`src/rtl/memcore_port_pkg.sv`:
```
// Shared types and sizing helpers for the memcore stream port and its response FIFO.
package memcore_port_pkg;

    localparam int REQ_DATA_WIDTH    = 32;
    localparam int REQ_ADDRESS_WIDTH = 6;

    typedef struct packed {
        logic                         we;
        logic [REQ_ADDRESS_WIDTH-1:0] addr;
        logic [REQ_DATA_WIDTH-1:0]    data;
    } req_t;

    // Occupancy counter must be able to hold the value DEPTH itself.
    function automatic int count_width(input int depth);
        return $clog2(depth + 1);
    endfunction

    function automatic int ptr_width(input int depth);
        return (depth > 1) ? $clog2(depth) : 1;
    endfunction

endpackage

```
`src/rtl/memcore_resp_fifo.sv`:
```
// Register-based first-word-fall-through FIFO holding read responses from the memory core.
module memcore_resp_fifo
    import memcore_port_pkg::*;
#(
    parameter int DATA_WIDTH = 32,
    parameter int DEPTH      = 2,
    localparam int CW        = count_width(DEPTH),
    localparam int PW        = ptr_width(DEPTH)
) (
    input  logic                  clk,
    input  logic                  reset_n,
    input  logic                  push,
    input  logic [DATA_WIDTH-1:0] push_data,
    input  logic                  pop,
    output logic [CW-1:0]         count,
    output logic [DATA_WIDTH-1:0] head_data
);

    logic [DATA_WIDTH-1:0] entry_reg [DEPTH];
    logic [PW-1:0]         wr_ptr_reg;
    logic [PW-1:0]         rd_ptr_reg;
    logic [CW-1:0]         count_reg;
    logic                  pop_ok;

    function automatic logic [PW-1:0] ptr_inc(input logic [PW-1:0] p);
        return (p == PW'(DEPTH - 1)) ? '0 : p + PW'(1);
    endfunction

    assign pop_ok = pop & (count_reg != '0);

    generate
        for (genvar gi = 0; gi < DEPTH; gi++) begin : g_entry
            always_ff @(posedge clk or negedge reset_n) begin
                if (!reset_n) begin
                    entry_reg[gi] <= '0;
                end else if (push && (wr_ptr_reg == PW'(gi))) begin
                    entry_reg[gi] <= push_data;
                end
            end
        end
    endgenerate

    always_ff @(posedge clk or negedge reset_n) begin
        if (!reset_n) begin
            wr_ptr_reg <= '0;
            rd_ptr_reg <= '0;
            count_reg  <= '0;
        end else begin
            if (push) begin
                wr_ptr_reg <= ptr_inc(wr_ptr_reg);
            end
            if (pop_ok) begin
                rd_ptr_reg <= ptr_inc(rd_ptr_reg);
            end
            count_reg <= count_reg + CW'(push) - CW'(pop_ok);
        end
    end

    assign count     = count_reg;
    assign head_data = entry_reg[rd_ptr_reg];

endmodule

```
`src/rtl/memcore_stream_port.sv`:
```
// Valid/ready request stream to URAM port adapter with credit-managed response FIFO.
// Optional address bounds checking is enabled by defining MEMCORE_STREAM_PORT_BOUNDS_CHECK_EN.
module memcore_stream_port
    import memcore_port_pkg::*;
#(
    parameter int DATA_WIDTH    = 32,
    parameter int ADDRESS_WIDTH = 6,
    parameter int ADDRESS_RANGE = 64,
    parameter int RESP_DEPTH    = 2
) (
    input  logic                     clk,
    input  logic                     reset_n,
    input  logic                     req_valid,
    output logic                     req_ready,
    input  logic                     req_we,
    input  logic [ADDRESS_WIDTH-1:0] req_addr,
    input  logic [DATA_WIDTH-1:0]    req_data,
    output logic                     resp_valid,
    input  logic                     resp_ready,
    output logic [DATA_WIDTH-1:0]    resp_data,
    output logic [ADDRESS_WIDTH-1:0] mem_address,
    output logic                     mem_ce,
    output logic                     mem_we,
    output logic [DATA_WIDTH-1:0]    mem_d,
    input  logic [DATA_WIDTH-1:0]    mem_q,
    output logic                     idle,
    output logic                     err
);

    localparam int CW = count_width(RESP_DEPTH);

    logic                  run_reg;
    logic                  inflight_reg;
    logic [CW-1:0]         count;
    logic                  pop;
    logic                  fire;
    logic                  rd_fire;
    logic                  credit_ok;
    logic [DATA_WIDTH-1:0] push_data;

    // A read may only launch if its response is guaranteed a FIFO slot.
    assign pop        = resp_valid & resp_ready;
    assign credit_ok  = ({1'b0, count} + (CW + 1)'(inflight_reg))
                        < ((CW + 1)'(RESP_DEPTH) + (CW + 1)'(pop));
    assign req_ready  = run_reg & (req_we | credit_ok);
    assign fire       = req_valid & req_ready;
    assign rd_fire    = fire & ~req_we;
    assign resp_valid = (count != '0);
    assign idle       = ~inflight_reg & (count == '0);

    always_ff @(posedge clk or negedge reset_n) begin
        if (!reset_n) begin
            run_reg      <= 1'b0;
            inflight_reg <= 1'b0;
        end else begin
            run_reg      <= 1'b1;
            inflight_reg <= rd_fire;
        end
    end

`ifdef MEMCORE_STREAM_PORT_BOUNDS_CHECK_EN
    logic in_range;
    logic inflight_bad_reg;
    logic err_reg;

    assign in_range = ({1'b0, req_addr} < (ADDRESS_WIDTH + 1)'(ADDRESS_RANGE));

    always_ff @(posedge clk or negedge reset_n) begin
        if (!reset_n) begin
            inflight_bad_reg <= 1'b0;
            err_reg          <= 1'b0;
        end else begin
            inflight_bad_reg <= rd_fire & ~in_range;
            err_reg          <= err_reg | (fire & ~in_range);
        end
    end

    // Out-of-range reads still occupy their slot so response order is kept.
    assign mem_ce    = fire & in_range;
    assign push_data = inflight_bad_reg ? '0 : mem_q;
    assign err       = err_reg;
`else
    logic unused_range;
    assign unused_range = (ADDRESS_RANGE != 0);
    assign mem_ce       = fire;
    assign push_data    = mem_q;
    assign err          = 1'b0;
`endif

    assign mem_we      = mem_ce & req_we;
    assign mem_address = req_addr;
    assign mem_d       = req_data;

    memcore_resp_fifo #(
        .DATA_WIDTH(DATA_WIDTH),
        .DEPTH     (RESP_DEPTH)
    ) u_resp_fifo (
        .clk      (clk),
        .reset_n  (reset_n),
        .push     (inflight_reg),
        .push_data(push_data),
        .pop      (pop),
        .count    (count),
        .head_data(resp_data)
    );

endmodule

```
`config.mk`:
```
export PLATFORM = sky130hd
export DESIGN_NAME = memcore_stream_port
export DESIGN_NICKNAME = d
export VERILOG_FILES = /design/src/rtl/memcore_port_pkg.sv /design/src/rtl/memcore_resp_fifo.sv /design/src/rtl/memcore_stream_port.sv
export SDC_FILE = /design/constraint.sdc
export NUM_CORES = 1
export LEC_CHECK = 0
export CAP_MARGIN = 20
export CORE_ASPECT_RATIO = 1.1
export CORE_MARGIN = 3
export CORE_UTILIZATION = 41
export CTS_CLUSTER_SIZE = 28
export DETAILED_ROUTE_END_ITERATION = 12
export GPL_ROUTABILITY_DRIVEN = 0
export HOLD_SLACK_MARGIN = 0.08
export PLACE_DENSITY = 0.81
export SYNTH_ARGS = -nofsm -noshare
export SYNTH_HDL_FRONTEND = slang
export SYNTH_SLANG_ARGS = --single-unit
```
`constraint.sdc`:
```
create_clock -name clk -period 2.94 [get_ports clk]
set_clock_uncertainty 0.15 [all_clocks]
set_input_delay 0.588 -clock clk [delete_from_list [all_inputs] [get_ports clk]]
set_output_delay 0.588 -clock clk [all_outputs]
set_load 0.1 [all_outputs]
```
Word level (Yosys, flattened, before mapping)
Index checks and enable logic that the tools add are counted.
{"block": "op_classes", "n_addsub": 6, "n_mul": 0, "div": 0, "magnitude_cmp": 2, "n_eq_ne": 0, "n_shift": 0, "muxes": 5, "n_bitwise": 12, "n_reduce_logical": 4}
{"operator": "$mux W32", "count": 3}
{"operator": "$and A1 B1 Y1", "count": 7}
{"operator": "$add A2 B1 Y3", "count": 1}
{"operator": "$add A2 B1 Y3 const A", "count": 1}
{"operator": "$lt A3 B3 Y1", "count": 1}
{"operator": "$not A1 Y1", "count": 3}
{"operator": "$add A1 B1 Y1 const B", "count": 2}
{"operator": "$add A2 B1 Y2", "count": 1}
{"operator": "$ge A2 B2 Y1 const B", "count": 1}
{"operator": "$logic_and A1 B1 Y1", "count": 2}
{"operator": "$logic_not A2 Y1", "count": 1}
{"operator": "$mux W1", "count": 2}
{"operator": "$not A1 Y2", "count": 1}
{"operator": "$reduce_bool A2 Y1", "count": 1}
{"operator": "$sub A2 B1 Y2", "count": 1}
{"operator": "$or A1 B1 Y1", "count": 1}
{"block": "word_totals", "regBits": 70, "latchBits": 0, "ram_bits": 0, "romBits": 0, "output_inout_bits": 76, "word_cells": 36, "mem_count": 0}

Depth between registers and ports, before layout
Gate-level depths: netlist of run 1.
{"block": "logic_depth", "depth_word": 8, "ltp_mapped": 6, "depth_no_buf": 6}

Modules after synthesis
From an unflattened synthesis of run 1, not the netlist that was laid out.
{"block": "hier_totals", "hier_cells": 245, "hier_area_um2": 3467.1}
{"mod": "memcore_resp_fifo", "instances": 1, "cells_each": 186, "area_per_inst_um2": 2981.6, "seq_area_each_um2": 1701.6}
{"mod": "memcore_stream_port", "instances": 1, "cells_each": 59, "area_per_inst_um2": 485.5, "seq_area_each_um2": 50.0}

Least setup slack after synthesis of run 1
Ideal clock, no wire load.
{"block": "synth_path", "path_type": "flip-flop to output port", "start": "register inflight_reg", "end": "output port mem_ce", "t_arrival_ns": 3.256, "required_ns": 2.202, "setup_slack_ns": -1.054, "stages_incl_launch_ff": 6, "n_path_buf": 0, "path_cell_list": "dfrtp_1 -> ha_1 -> ha_1 -> nand2b_1 -> a21oi_1 -> nor3b_1"}
{"block": "synth_via", "elab_chain_cells": 5}
{"item": "start: declaration", "line": "memcore_stream_port.sv:33", "text": "logic inflight_reg;"}
{"item": "start signal: assignment", "line": "memcore_stream_port.sv:57", "text": "inflight_reg <= rd_fire;"}
{"item": "$add A2 B1 Y3", "line": "memcore_stream_port.sv:43", "text": "assign credit_ok = ({1'b0, count} + (CW + 1)'(inflight_reg))"}
{"item": "$lt A3 B3 Y1", "line": "memcore_stream_port.sv:44", "text": "< ((CW + 1)'(RESP_DEPTH) + (CW + 1)'(pop));"}
{"item": "$or A1 B1 Y1", "line": "memcore_stream_port.sv:45", "text": "assign req_ready = run_reg & (req_we | credit_ok);"}
{"item": "$and A1 B1 Y1", "line": "memcore_stream_port.sv:45"}
{"item": "$and A1 B1 Y1", "line": "memcore_stream_port.sv:46", "text": "assign fire = req_valid & req_ready;"}
{"item": "end: declaration", "line": "memcore_stream_port.sv:22", "text": "output logic mem_ce,"}
Every way passes these cells.

Final worst setup path of run 1
Same ends and word-level chain as after synthesis.

==> results.md, run 1 <==
* Crit path max fanout at 6
* Yosys reg bits at 70
* Reg-to-Reg End: u_resp_fifo.entry_reg[46]
* Rows at 34
* Worst hold path class: in -> async
* Origin of the critical flop-to-flop path: inflight_reg
* Nets at 362
* Initial antenna violation count at 0
* Initial DRC Count at 52
* Longest Clk Path Bufs at 2
* Die footprint at 0.00950 mm^2
* Via/cell ratio at 4.87
* Share of post-route cells with drive strength above 1 at 0.556
* Number of port buffers at 73
* HPWL after detailed placement at 4620 um
* Root buffer cell: clkbuf_8
* # diodes at 0
* Unique masters post-synth at 22
* Setup crit start kind: flop
* Worst Path Required at 2.20 ns
* Area Overhead vs Synth at 33.6%
* Post-synth net total at 323
* DRT Pass-1 Iters at 4
* EDFF count, synth at 0
* Clock Sinks at 70
* DRC viols at 0
* Reg2Reg Depth at 3
* Final Cycle Share at 0.914
* R2R setup slack at 1.01 ns
* Clk_lat worst skew at 0.33 ns
* Overflow after GRT at 0
* Vias in the first global route at 2180
* WL/cell at 16.0 um
* Fin cells at 396
* Cts bufs inserted at 9
* Num ports at 151
* Post-cts resize count at 0
* Total GRT Usage at 0.139
* Worst slew pin tran at 0.740 ns
* Post-CTS Hold Buffers at 0
* Max-Cap Viols at 0
* Setup violators final at 0
* CTS H-tree lvls at 3
* Final Hold Violating Endpoints at 0
* Syn Inst Count at 244
* Crit path kind: reg -> out
* RSZ-0062 raised after global routing: false
* Max reg flops at 64
* Sequential share of the synthesized area at 0.511
* Fraction of registers with async set/reset at 1.00
* Crit path time final at 2.69 ns
* Cells after DPL at 380
* Largest net degree at the start of global routing at 40
* Max_slew headroom at 0.506
* First-pass GRT wire length at 10400 um
* Critical Path End Type: output pin
* CTS tree: yes
* Post-CTS Setup Inserts at 0
* Vias at 1927
* Starting Density at 0.426
* Final Max Tran Viols at 0
* WP data arrival at 1.95 ns
* Run status: completed
* Yosys Warn Count at 0
* Die outline width at 93.2 um
* DRT Wirelength at 6330 um
* Die Y at 102 um
* Post-Syn Area at 0.00343 mm^2
* Post-route antenna net violation count at 0
* Mean Syn Cell Area at 14.1 um^2
* Ys flop type: dfrtp_1
* FMAX at 372 MHz
* Core box area at 0.00804 mm^2
* Clk pin slew, worst setup/hold paths at 0.07 ns
## worst max-delay path, stage by stage, from the launching register on
cell,delay [ns]
dfrtp_1,0.46
ha_1,0.24
ha_1,0.31
nand2b_1,0.08
a21oi_1,0.07
nor3b_2,0.26
buf_12,0.21
## layout by cell type (no fill, tap or decap), drive strengths merged, types with 2 or more instances in the layout
master,synthesis,final
mux2,96,96
dfrtp,70,70
buf,50,43
clkdlybuf4s50,0,35
clkbuf,0,11
nand2,4,4
ha,4,4
inv,3,3
xnor2,2,2
nand2b,2,2
xor2,2,2
conb,2,2
bufinv,0,2
nor2,2,2
clkinv,0,2
## logic make-up (layout without fill, tap and decap cells)
kind of cell | count (synthesis) | count (layout) | synth area share
buf+inv | 53 | 97 | 0.113
mux | 96 | 96 | 0.323
xor+xnor | 4 | 4 | 0.0102
simple gates | 12 | 12 | 0.0179
fa+ha+maj | 4 | 4 | 0.0146
compound gates | 3 | 3 | 0.00803
other cells | 2 | 2 | 0.00219
flops | 70 | 70 | 0.511
## synthesized netlist by cell type, types with 2 or more instances
master / instances / area share
mux2_4: 7 / 0.031
xor2_1: 2 / 0.0051
nor2_1: 2 / 0.0022
inv_1: 3 / 0.0033
ha_1: 4 / 0.015
buf_6: 3 / 0.0099
mux2_2: 89 / 0.29
xnor2_1: 2 / 0.0051
nand2_1: 4 / 0.0044
buf_4: 39 / 0.085
nand2b_1: 2 / 0.0036
conb_1: 2 / 0.0022
buf_2: 7 / 0.010
dfrtp_1: 70 / 0.51
## layout make-up
cell class / count / area (um^2)
timing repair buffer: 78 / 1150
multi-input combinational: 121 / 1300
inverter: 3 / 11.3
fill: 634 / 3460
clock buffer: 11 / 151
sequential: 70 / 1750
clock inverter: 5 / 81.3
tap: 108 / 135
## layer usage
metal,track usage,wire (um)
met1,0.164,2490
met2,0.237,3230
met3,0.0390,476
met4,0.0643,142
met5,0,0
## per-stage QoR
step / setup TNS [ns] / utilization / worst slack, ns / instance area (um^2) / hold slack, ns
final: 0 / 0.570 / 0.251 / 4580 / 0.164
after global routing: 0 / 0.570 / 0.146 / 4580 / 0.211
after CTS: 0 / 0.570 / 0.222 / 4580 / 0.178
after detailed placement: 0 / 0.541 / 0.336 / 4350 / 0.338
after global placement: 0 / 0.541 / 0.360 / 4350 / 0.331
after floorplan: -0.155 / - / -0.0854 / 3440 / 0.142
## worst max path at each step
stage / from / to / slack (ns) / depth (start not counted)
4_1_cts: inflight_reg / mem_ce / 0.22 / 6
3_5_place_dp: resp_ready / mem_ce / 0.34 / 5
3_3_place_gp: resp_ready / mem_ce / 0.36 / 5
2_1_floorplan: inflight_reg / mem_ce / -0.09 / 5
5_1_grt: inflight_reg / mem_ce / 0.15 / 6
6_report: inflight_reg / mem_ce / 0.25 / 6
Power of run 1 is left out: the tool's default activity adds up to more than one toggle a clock period on the data nets, which glitch-free logic cannot reach.
==> run 2: changes to the inputs <==
--- a/config.mk
+++ b/config.mk
@@ -5,7 +5,7 @@
 export SDC_FILE = /design/constraint.sdc
 export NUM_CORES = 1
 export LEC_CHECK = 0
-export CAP_MARGIN = 20
+export CAP_MARGIN = 40
 export CORE_ASPECT_RATIO = 1.1
 export CORE_MARGIN = 3
 export CORE_UTILIZATION = 41
==> results of run 2 <==
No change in the layout: final DEF, timing and power equal those of run 1.
Power of run 2 is left out for the same reason.
==> run 3: changes to the inputs <==
--- a/config.mk
+++ b/config.mk
@@ -11,9 +11,10 @@
 export CORE_UTILIZATION = 41
 export CTS_CLUSTER_SIZE = 28
 export DETAILED_ROUTE_END_ITERATION = 12
+export DONT_BUFFER_PORTS = 1
 export GPL_ROUTABILITY_DRIVEN = 0
-export HOLD_SLACK_MARGIN = 0.08
-export PLACE_DENSITY = 0.81
+export HOLD_SLACK_MARGIN = 0.05
+export PLACE_DENSITY = 0.57
 export SYNTH_ARGS = -nofsm -noshare
 export SYNTH_HDL_FRONTEND = slang
 export SYNTH_SLANG_ARGS = --single-unit
==> results.md, run 3 (synthesis results as in run 1) <==
* Largest net degree at the start of global routing at 71
* Critical path depth at 6
* Post-route antenna net violation count at 0
* Post-CTS Hold Buffers at 2
* Setup violators final at 0
* Nets at 326
* Final Cycle Share at 0.941
* Busiest grt layer: met2
* GR Layer Usage met1 at 0.156
* CP Cell Sequence: ha_1 > ha_1 > nand2b_1 > a21oi_1 > nor3b_4 > buf_4
* # diodes at 0
* Final Max Tran Viols at 0
* Rows at 34
* Worst Path Required at 2.20 ns
* Number of port buffers at 0
* Final worst slack at 0.174 ns
* Die outline width at 93.2 um
* WL/cell at 17.0 um
* Root buffer cell: clkbuf_8
* Initial DRC Count at 15
* Slowest stage cell, crit path: dfrtp_1
* Reg2Reg Depth at 3
* # fillers at 671
* Cts bufs inserted at 9
* Cells after DPL at 342
* Hold path depth at 1
* CP peak stage delay at 0.46 ns
* Setup crit start kind: flop
* Area Overhead vs Synth at 22.7%
* CTS tree: yes
* Post-cts resize count at 0
* Vias at 1817
* Worst Path Buf+Inv at 1
* Most Frequent Cell on Critical Path: ha_1
* Crit path kind: reg -> out
* Setup slack at placement at 0.497 ns
* Max_slew headroom at 0.596
* Final Hold Violating Endpoints at 0
* DRT Wirelength at 6100 um
* DRT Pass-1 Iters at 3
* Fin cells at 360
* Delay-heaviest family, CP: adder cells
* Starting Density at 0.426
* DRC viols at 0
* Max-Cap Viols at 0
* Worst hold path class: in -> reg
* Overflow after GRT at 0
* Longest Clk Path Bufs at 2
* Vias in the first global route at 2054
* Die Y at 102 um
* Clk_lat worst skew at 0.33 ns
* Crit path time final at 2.77 ns
* Via/cell ratio at 5.05
* Post-CTS Setup Inserts at 0
* Total GRT Usage at 0.134
* Die footprint at 0.00950 mm^2
* Clock Sinks at 70
* RSZ-0062 raised after global routing: false
* Met3 GRT Util at 0.0420
* Max reg flops at 64
* CTS H-tree lvls at 3
* FMAX at 362 MHz
* Run status: completed
* Core box area at 0.00804 mm^2
* Num ports at 151
* Most frequent cells in the layout: mux2_2, dfrtp_1, buf_12
* Worst slew pin tran at 0.605 ns
* Crit path max fanout at 6
* Initial antenna violation count at 0
* Share of post-route cells with drive strength above 1 at 0.627
* HPWL after detailed placement at 4120 um
* Clk pin slew, worst setup/hold paths at 0.06 ns
* First-pass GRT wire length at 9960 um
* Grt met2 use at 0.227
* Critical Path End Type: output pin
* Most common cell after layout, fill and taps aside: mux2_2
* WP data arrival at 2.03 ns
run 3: layer usage:
layer | vias to the layer above | share of wire
li1 | 809 | -
met1 | 925 | 0.40
met2 | 66 | 0.50
met3 | 17 | 0.079
met4 | 0 | 0.022
met5 | - | 0
run 3: worst register-to-register path, stage by stage, from the launching register on:
cell and delay (ns):
dfrtp_1 0.47, nor2b_4 0.56, buf_12 0.25, mux2_2 0.35
run 3: stage by stage:
| stage | setup TNS, ns | utilization | cell area [um^2] | hold WS (ns) |
|---|---|---|---|---|
| after floorplan | -0.155 | - | 3440 | 0.142 |
| after global placement | 0 | 0.490 | 3940 | 0.144 |
| after detailed placement | 0 | 0.490 | 3940 | 0.144 |
| after CTS | 0 | 0.523 | 4210 | 0.157 |
| after global routing | 0 | 0.523 | 4210 | 0.165 |
| final | 0 | 0.523 | 4210 | 0.181 |
run 3: final timing paths:
kind | from | to | slack (ns)
setup / recovery | inflight_reg | mem_ce | 0.17
hold / removal | req_we | inflight_reg | 0.18
setup reg to reg | inflight_reg | u_resp_fifo.entry_reg[60] | 1.06
hold reg to reg | u_resp_fifo.entry_reg[13] | u_resp_fifo.entry_reg[13] | 0.35
max in group asynchronous | reset_n | u_resp_fifo.entry_reg[39] | 1.71
min in group asynchronous | reset_n | u_resp_fifo.entry_reg[17] | 0.65
run 3: final cells by class:
type | count | area (um^2) | share of cell area
tap | 108 | 135 | 0.0321
multi-input combinational | 121 | 1310 | 0.312
sequential | 70 | 1750 | 0.416
clock inverter | 3 | 65.1 | 0.0155
inverter | 3 | 11.3 | 0.00268
clock buffer | 13 | 169 | 0.0401
timing repair buffer | 42 | 763 | 0.181
Power of run 3 is left out for the same reason.
